<file path="src/rtl/imem_loader_if.sv">
`default_nettype none
// ============================================================================
//  Module   : imem_loader_if
//  Purpose  : Bundles the boot byte-stream handshake, the instruction-memory
//             write port and the load status lines of imem_loader.
//  Ports    : in_valid/in_data/in_ready - byte stream in (valid/ready)
//             start                     - restart request from DONE/ERROR
//             wr_en/wr_addr/wr_data     - one-cycle word write to the IMEM
//             cpu_rst/done/err          - CPU hold-off reset and load status
//  Modports : slave  - the loader itself
//             master - the environment (byte source, IMEM, CPU side)
//  Revision : 1.0 - initial release
// ============================================================================
interface imem_loader_if #(
    parameter int ADDR_WIDTH = 6
);
    logic                  in_valid;
    logic [7:0]            in_data;
    logic                  in_ready;
    logic                  start;
    logic                  wr_en;
    logic [ADDR_WIDTH-1:0] wr_addr;
    logic [31:0]           wr_data;
    logic                  cpu_rst;
    logic                  done;
    logic                  err;

    modport slave (
        input  in_valid, in_data, start,
        output in_ready, wr_en, wr_addr, wr_data, cpu_rst, done, err
    );

    modport master (
        output in_valid, in_data, start,
        input  in_ready, wr_en, wr_addr, wr_data, cpu_rst, done, err
    );
endinterface
`default_nettype wire

</file>
<file path="src/rtl/imem_loader.sv">
`default_nettype none
// ============================================================================
//  Module   : imem_loader
//  Purpose  : Parses a boot byte stream (16-bit word count N, MSB first,
//             then 4*N big-endian instruction bytes, then an XOR checksum
//             byte) and writes each word into the instruction memory.  The
//             CPU is held in reset until a load completes with a good
//             checksum.
//  Ports    : clk - rising-edge clock
//             rst - asynchronous, active-low reset
//             bus - imem_loader_if.slave (stream in, IMEM write, status)
//  Revision : 1.0 - initial release
// ============================================================================
module imem_loader #(
    parameter int ADDR_WIDTH = 6
) (
    input  logic           clk,
    input  logic           rst,
    imem_loader_if.slave   bus
);

    localparam logic [2:0] c_LEN_HI = 3'd0;
    localparam logic [2:0] c_LEN_LO = 3'd1;
    localparam logic [2:0] c_DATA   = 3'd2;
    localparam logic [2:0] c_CHECK  = 3'd3;
    localparam logic [2:0] c_DONE   = 3'd4;
    localparam logic [2:0] c_ERROR  = 3'd5;

    // Largest legal word count: the full memory depth.
    localparam logic [16:0] c_MAX_LEN = 17'd1 << ADDR_WIDTH;

    logic [2:0]            state_q,   state_d;
    logic [15:0]           len_q,     len_d;
    logic [ADDR_WIDTH-1:0] word_q,    word_d;
    logic [1:0]            byte_q,    byte_d;
    logic [23:0]           shift_q,   shift_d;
    logic [7:0]            csum_q,    csum_d;
    logic                  wr_en_q,   wr_en_d;
    logic [ADDR_WIDTH-1:0] wr_addr_q, wr_addr_d;
    logic [31:0]           wr_data_q, wr_data_d;

    logic                  w_in_ready;
    logic                  w_accept;
    logic [15:0]           w_len_full;
    logic                  w_last_word;

    assign w_in_ready = (state_q == c_LEN_HI) || (state_q == c_LEN_LO) ||
                        (state_q == c_DATA)   || (state_q == c_CHECK);
    assign w_accept   = bus.in_valid && w_in_ready;
    assign w_len_full = {len_q[15:8], bus.in_data};

    // word_q is the index of the word being assembled; it is the last one
    // when index + 1 equals N.  Done in 17 bits so N = 2**16 cannot alias.
    assign w_last_word = ({{(17-ADDR_WIDTH){1'b0}}, word_q} + 17'd1) == {1'b0, len_q};

    always_comb begin
        state_d   = state_q;
        len_d     = len_q;
        word_d    = word_q;
        byte_d    = byte_q;
        shift_d   = shift_q;
        csum_d    = csum_q;
        wr_en_d   = 1'b0;
        wr_addr_d = wr_addr_q;
        wr_data_d = wr_data_q;

        case (state_q)
            c_LEN_HI: begin
                if (w_accept) begin
                    len_d   = {bus.in_data, len_q[7:0]};
                    state_d = c_LEN_LO;
                end
            end
            c_LEN_LO: begin
                if (w_accept) begin
                    len_d = w_len_full;
                    if ({1'b0, w_len_full} > c_MAX_LEN) begin
                        state_d = c_ERROR;
                    end else if (w_len_full == 16'd0) begin
                        state_d = c_CHECK;
                    end else begin
                        state_d = c_DATA;
                    end
                end
            end
            c_DATA: begin
                if (w_accept) begin
                    csum_d = csum_q ^ bus.in_data;
                    byte_d = byte_q + 2'd1;
                    if (byte_q == 2'd3) begin
                        // Fourth byte completes the word; the strobe is
                        // registered so it appears on the following cycle.
                        wr_en_d   = 1'b1;
                        wr_addr_d = word_q;
                        wr_data_d = {shift_q, bus.in_data};
                        word_d    = word_q + 1'b1;
                        if (w_last_word) begin
                            state_d = c_CHECK;
                        end
                    end else begin
                        shift_d = {shift_q[15:0], bus.in_data};
                    end
                end
            end
            c_CHECK: begin
                if (w_accept) begin
                    state_d = (bus.in_data == csum_q) ? c_DONE : c_ERROR;
                end
            end
            c_DONE, c_ERROR: begin
                if (bus.start) begin
                    state_d = c_LEN_HI;
                    word_d  = '0;
                    byte_d  = 2'd0;
                    shift_d = 24'd0;
                    csum_d  = 8'd0;
                end
            end
            default: begin
                state_d = c_LEN_HI;
            end
        endcase
    end

    always_ff @(posedge clk or negedge rst) begin
        if (!rst) begin
            state_q   <= c_LEN_HI;
            len_q     <= 16'd0;
            word_q    <= '0;
            byte_q    <= 2'd0;
            shift_q   <= 24'd0;
            csum_q    <= 8'd0;
            wr_en_q   <= 1'b0;
            wr_addr_q <= '0;
            wr_data_q <= 32'd0;
        end else begin
            state_q   <= state_d;
            len_q     <= len_d;
            word_q    <= word_d;
            byte_q    <= byte_d;
            shift_q   <= shift_d;
            csum_q    <= csum_d;
            wr_en_q   <= wr_en_d;
            wr_addr_q <= wr_addr_d;
            wr_data_q <= wr_data_d;
        end
    end

    assign bus.in_ready = w_in_ready;
    assign bus.wr_en    = wr_en_q;
    assign bus.wr_addr  = wr_addr_q;
    assign bus.wr_data  = wr_data_q;
    assign bus.cpu_rst  = (state_q != c_DONE);
    assign bus.done     = (state_q == c_DONE);
    assign bus.err      = (state_q == c_ERROR);

endmodule
`default_nettype wire

</file>
<file path="src/flat_wrapper.sv">
// flat-port wrapper written by rule: the top's interface ports become plain ports
module imem_loader_flat 
#(
    parameter int ADDR_WIDTH = 6
)
  (clk, rst, bus_in_valid, bus_in_data, bus_start, bus_in_ready, bus_wr_en, bus_wr_addr, bus_wr_data, bus_cpu_rst, bus_done, bus_err);
  imem_loader_if #(.ADDR_WIDTH(ADDR_WIDTH)) bus_i ();
  input  logic clk;
  input  logic rst;
  input wire logic [$bits(bus_i.in_valid)-1:0] bus_in_valid;
  input wire logic [$bits(bus_i.in_data)-1:0] bus_in_data;
  input wire logic [$bits(bus_i.start)-1:0] bus_start;
  output wire logic [$bits(bus_i.in_ready)-1:0] bus_in_ready;
  output wire logic [$bits(bus_i.wr_en)-1:0] bus_wr_en;
  output wire logic [$bits(bus_i.wr_addr)-1:0] bus_wr_addr;
  output wire logic [$bits(bus_i.wr_data)-1:0] bus_wr_data;
  output wire logic [$bits(bus_i.cpu_rst)-1:0] bus_cpu_rst;
  output wire logic [$bits(bus_i.done)-1:0] bus_done;
  output wire logic [$bits(bus_i.err)-1:0] bus_err;
  assign bus_i.in_valid = bus_in_valid;
  assign bus_i.in_data = bus_in_data;
  assign bus_i.start = bus_start;
  assign bus_in_ready = bus_i.in_ready;
  assign bus_wr_en = bus_i.wr_en;
  assign bus_wr_addr = bus_i.wr_addr;
  assign bus_wr_data = bus_i.wr_data;
  assign bus_cpu_rst = bus_i.cpu_rst;
  assign bus_done = bus_i.done;
  assign bus_err = bus_i.err;
  imem_loader #(.ADDR_WIDTH(ADDR_WIDTH)) u_core (.clk(clk), .rst(rst), .bus(bus_i));
endmodule
</file>
<file path="config.mk">
export PLATFORM = sky130hd
export DESIGN_NAME = imem_loader_flat
export DESIGN_NICKNAME = d
export VERILOG_FILES = /design/src/rtl/imem_loader_if.sv /design/src/rtl/imem_loader.sv /design/src/flat_wrapper.sv
export SDC_FILE = /design/constraint.sdc
export NUM_CORES = 1
export LEC_CHECK = 0
export BUFFER_PORTS_ARGS = -buffer_cell sky130_fd_sc_hd__buf_2
export CAP_MARGIN = 15
export CORE_UTILIZATION = 52
export CTS_CLUSTER_SIZE = 8
export DETAILED_ROUTE_END_ITERATION = 8
export PLACE_DENSITY = 0.73
export SLEW_MARGIN = 30
export SYNTH_ARGS = -nofsm -noshare
export SYNTH_HDL_FRONTEND = slang
export SYNTH_SLANG_ARGS = --single-unit
export TNS_END_PERCENT = 30
</file>
<file path="constraint.sdc">
create_clock -name clk -period 1.8 [get_ports clk]
set_clock_uncertainty 0.2 [all_clocks]
set_input_delay 0.27 -clock clk [delete_from_list [all_inputs] [get_ports clk]]
set_output_delay 0.27 -clock clk [all_outputs]
set_load 0.01 [all_outputs]
</file>
# Word level (Yosys, flattened, before mapping)
# Cells that the tools add are included.
# op_classes
n_addsub,3
n_lt_le_gt_ge,1
n_eq_ne,17
n_mux,31
bitwise,3
n_reduce_logical,15
# ops
op,count
two-way mux 24 bit,3
case mux 24 bit (2 select lines),1
case mux 16 bit (2 select lines),1
two-way mux 3 bit,8
two-way mux 8 bit,3
two-way mux 6 bit,3
== test 17 x 16 -> 1 bit,1
"> comparator 16 x 7 -> 1 bit, second input constant",1
zero test 16 bit,1
two-way mux 16 bit,1
case mux 8 bit (2 select lines),1
case mux 3 bit (5 select lines),1
case mux 6 bit (2 select lines),1
AND reduction 3 bit,4
"inequality test 2 x 1 -> 1 bit, second input constant",5
== test 8 bit,1
AND reduction 4 bit,2
bitwise XOR 8 bit,1
"adder 6 x 1 -> 7 bit, second input constant",1
AND reduction 7 bit,1
"adder 6 x 1 -> 6 bit, second input constant",1
"== test 3 x 2 -> 1 bit, second input constant",2
"== test 3 bit, second input constant",2
"inequality test 2 bit, second input constant",3
other kinds (13),21
# word_totals
ff_bits,98
input_bits,12
output_inout_bits,43

# Logic depth before layout (Yosys ltp)
# logic_depth
ltp_word,7
mapped_depth,8

# Least setup slack after synthesis
# No wires, ideal clock.
# synth_path
path_kind,reg-to-reg
from,reg u_core.state_q[2]
to,reg u_core.wr_data_q[24] (netlist: u_core.bus.wr_data[24])
setup_time_ns,0.125
arrival_ns,1.473
required_ns,1.475
path_slack_ns,0.002
path_stages_with_launch,7
n_path_buf,2
synth_period_minus_slack_ns,1.798
cell_sequence,dfrtp_1 buf_4 and4bb_1 nand2_1 buf_4 inv_4 mux2_2
# synth_between
elab_chain_cells,6
elab_cells_between_ends,9
classes_between,eq/ne: 3; reduce/logical: 6
# synth_rtl
element,line,source
start: declaration,imem_loader.sv:32,"logic [2:0] state_q, state_d;"
start signal: assignment,imem_loader.sv:127,state_q <= c_LEN_HI;
start signal: assignment,imem_loader.sv:137,state_q <= state_d;
== test 3 x 1 -> 1 bit / zero test 3 bit (equally long branches),imem_loader.sv:47,assign w_in_ready = (state_q == c_LEN_HI) || (state_q == c_LEN_LO) ||
logical OR 1 bit (2 in series),imem_loader.sv:47,
logical OR 1 bit,imem_loader.sv:48,(state_q == c_DATA) || (state_q == c_CHECK);
logical AND 1 bit,imem_loader.sv:49,assign w_accept = bus.in_valid && w_in_ready;
AND reduction 3 bit (no line) *,--,
end signal: assignment,imem_loader.sv:145,wr_data_q <= wr_data_d;
end: declaration,imem_loader.sv:40,"logic [31:0] wr_data_q, wr_data_d;"
# Mark *: on every way between the ends. The rest lies on a longest branch, timed or not.
# A chain may end at the register's enable or synchronous reset.

# Worst setup path after layout
# layout_path
from,reg u_core.word_q[0]
to,reg u_core.state_q[0]
# layout_between
elab_chain_cells,4
# layout_rtl
element,line,source
start: declaration,imem_loader.sv:34,"logic [ADDR_WIDTH-1:0] word_q, word_d;"
start signal: assignment,imem_loader.sv:139,word_q <= word_d;
adder 6 x 1 -> 7 bit,imem_loader.sv:54,"assign w_last_word = ({{(17-ADDR_WIDTH){1'b0}}, word_q} + 17'd1) == {1'b0, len_q};"
== test 17 x 16 -> 1 bit,imem_loader.sv:54,
inequality test 2 x 1 -> 1 bit (no line),--,
AND reduction 7 bit (no line),--,
# Every way passes these cells.

==> results.json <==
{
  "outcome": "finished with violations",
  "failed_checks": "hold timing, setup timing",
  "path_max_fanout": 9,
  "synth_edf_count": 0,
  "dr.pass1.iters": 4,
  "max_stage_delay_ns": 0.40,
  "place_ws_ns": -0.128,
  "grt-ovfl-total": 0,
  "drt-initial-drc-count": 183,
  "worstMarginPinSlew_ns": 0.427,
  "yosysSeqAreaShare_pct": 54.7,
  "clk_path_buf_depth": 2,
  "ys.flop_type": "dfrtp_1",
  "viasPerCell": 5.65,
  "end_kind": "register",
  "final_max_slew_viol_count": 0,
  "synth_nets": 410,
  "io_buffers": 54,
  "slowest_stage": "dfrtp_1",
  "switchingPower_mw": 2.05,
  "synth.cell_area_um2": 4480,
  "hold_viol": 1,
  "swShare_pct": 33.5,
  "max_freq_mhz": 530,
  "path_class": "register to register",
  "num_antenna_cells": 0,
  "die_x_um": 94.8,
  "relSlewSlack_pct": 71.5,
  "postSynth.asyncResetShare_pct": 100,
  "ant_nets": 0,
  "wl_per_cell_um": 17.4,
  "totalWireLength_um": 10300,
  "cts_made_buffers": 9,
  "p_int_mw": 4.07,
  "maxCapViolations": 0,
  "place_hpwl_um": 6510,
  "grt_start_max_net_pins": 49,
  "drive_gt1_share_pct": 41.7,
  "fin_hold_ws_ns": -0.00889,
  "fin_tns_setup_ns": -0.375,
  "ios": 55,
  "avgSynthCellArea_um2": 11.3,
  "grt_pass1_vias": 3277,
  "ys_types": 54,
  "finalCriticalPeriod_ns": 1.89,
  "clkPwrFrac_pct": 21.4,
  "ir_worst_vdd_mv": 0.674,
  "root_buffer": "clkbuf_8",
  "dieArea_um2": 8990,
  "cp-start-kind": "register",
  "critPathBufInv": 1,
  "sequentialPowerShare_pct": 49.1,
  "htreeDepth": 3,
  "path_cells": "buf_4 > and3_1 > o31ai_1 > o22ai_1 > nor4_2 > o221a_1",
  "fillers": 616,
  "setup_viol": 22,
  "cts_tree": "done",
  "nets": 496,
  "grt_pass1_wl_um": 16100,
  "finalWorstSetupSlack_ns": -0.0869,
  "die_height_um": 94.8,
  "yosys_warnings": 0,
  "insertion_delay_ns": 0.37,
  "p_leak_nw": 2.73,
  "syn_inst": 396,
  "syn_to_final_growth_pct": 24.4,
  "required_ns": 1.91,
  "combPwrFrac_pct": 29.5,
  "start_util_pct": 54.3,
  "finalPower_mw": 6.12,
  "place_congestion": 0.868,
  "core_um2": 8260,
  "p_per_area_nw_per_um2": 1100,
  "hold_path_class": "input pin to register",
  "num_rows": 33,
  "drc": 0,
  "cp.arrival_ns": 2.00,
  "via_count": 3343,
  "antenna_found_initial": 0,
  "fin_crit_sh_pct": 105,
  "grt_setup_unrepaired": "yes",
  "grtUsageTotal_pct": 23.8,
  "clkTransAtPathRegs_ns": 0.10,
  "ys_seq_elements": 98,
  "clock-sinks": 98,
  "crit_family": "compound AO/OA/AOI/OAI gates"
}
-- metrics by stage --
step                area, um^2  hold slack (ns)  cells  util [%]
global placement          5070           0.0335    566      61.3
finish                    5580         -0.00889    592      67.5
floorplan                 4480           -0.226    396         -
global route              5580           0.0122    592      67.5
CTS                       5380          0.00503    588      65.1
detailed placement        5070           0.0367    566      61.3
-- flip-flops by register name, summed over array words and instances, names as in the netlist --
signal	count
u_core.bus.wr_en	1
u_core.len_q	16
u_core.shift_q	24
u_core.bus.wr_data	32
u_core.csum_q	8
u_core.state_q	3
u_core.word_q	6
u_core.bus.wr_addr	6
u_core.byte_q	2
-- metal layers --
layer / track usage (%) / part of all wire [%] / vias up
met1: 31.0 / 43 / 1673
met3: 4.51 / 4.1 / 18
met5: 0 / 0 / -
met2: 39.8 / 51 / 103
met4: 8.33 / 1.7 / 0
li1: - / - / 1549
-- worst paths after layout --
kind	to	slack, ns	cells past startpoint	startpoint
setup reg to reg	u_core.state_q[0]	-0.09	6	u_core.word_q[0]
hold reg to reg	u_core.shift_q[18]	0.29	2	u_core.shift_q[18]
setup / recovery	u_core.state_q[0]	-0.09	6	u_core.word_q[0]
min in group asynchronous	u_core.bus.wr_data[5]	0.17	2	rst
hold / removal	u_core.csum_q[0]	-0.009	3	bus_in_data[0]
max in group asynchronous	u_core.word_q[5]	0.68	3	rst
-- synthesized netlist by cell type, types with 2 or more instances --
cell type	number	area share, %
dfrtp_1	98	55
nand2_1	68	5.7
mux2_2	54	14
o21ai_0	28	3.1
o21ai_1	20	2.2
a21oi_1	14	1.6
buf_2	14	1.6
xnor2_1	11	2.2
clkbuf_1	8	0.67
buf_6	6	1.5
nor2_1	6	0.50
nand2b_1	5	0.70
inv_1	4	0.34
nand3_1	4	0.45
buf_4	3	0.50
nand4_1	3	0.42
nor4_1	3	0.42
o22ai_1	3	0.42
o31ai_1	3	0.50
xor2_1	3	0.59
and2_1	2	0.28
ha_1	2	0.56
nand3b_1	2	0.34
nor3_1	2	0.22
-- what timing repair did --
| item | 4_1_cts | 5_1_grt |
|---|---|---|
| endpoints found under the hold margin | 30 | 0 |
| setup endpoints to repair | 25 | 90 |
| gates resized for setup | 21 | 44 |
| buffers inserted | 4 | 1 |
| gates cloned | 0 | 3 |
| hold buffers | 2 | 0 |
| pin swaps | 2 | 6 |
-- final cells by class --
| type | instances | area [um^2] | area share [%] |
|---|---|---|---|
| Sequential cell | 98 | 2450 | 44.0 |
| Multi-Input combinational cell | 261 | 1910 | 34.3 |
| Timing Repair Buffer | 107 | 868 | 15.6 |
| Tap cell | 105 | 131 | 2.36 |
| Clock buffer | 10 | 128 | 2.29 |
| Clock inverter | 6 | 50.0 | 0.898 |
| Inverter | 5 | 31.3 | 0.561 |
-- power groups by stage --
stage	sequential, mW	combinational (mW)	clock (mW)
2_1_floorplan	2.90	1.07	0
3_3_place_gp	2.99	1.38	0
3_5_place_dp	3.01	1.44	0
4_1_cts	2.98	1.60	1.33
5_1_grt	3.07	1.99	1.41
6_report	3.01	1.81	1.31
-- kinds of logic (layout without fill, tap and decap cells) --
logic type / after synthesis / count (layout) / synth area share (%)
buf+inv: 37 / 128 / 5.03
simple gates: 107 / 107 / 12.2
compound gates: 84 / 84 / 11.2
flops: 98 / 98 / 54.7
mux: 54 / 54 / 13.6
fa+ha+maj: 2 / 2 / 0.558
xor+xnor: 14 / 14 / 2.74
-- worst min-delay path: stages --
cell	delay (ns)
buf_2	0.15
nand2_1	0.07
o21ai_1	0.05
-- cell usage in the layout (no fill, tap or decap), types with 2 or more instances in the layout --
cell type      netlist  layout
buf_2               14      49
nand2b_1             5       2
nor4_2               1       4
clkinvlp_4           0       2
mux2_4               0       2
nor2_1               6       6
clkbuf_8             1       9
mux2_2              54      52
and2_4               1       2
inv_6                0       2
xnor2_1             11      11
inv_2                0       2
nand3b_1             2       2
a21oi_1             14      13
xor2_1               3       3
clkbuf_16            0       2
o22ai_1              3       3
nand4_1              3       3
o21ai_0             28      15
clkinv_4             0       2
buf_6                6      14
o21ai_1             20      33
nand3_1              4       3
buf_4                3      32
dlygate4sd3_1        0       2
inv_1                4       2
nand2_1             68      66
nand2b_4             0       2
o31ai_1              3       3
buf_12               0       7
dfrtp_1             98      97
(Power assumes the default switching activity.)
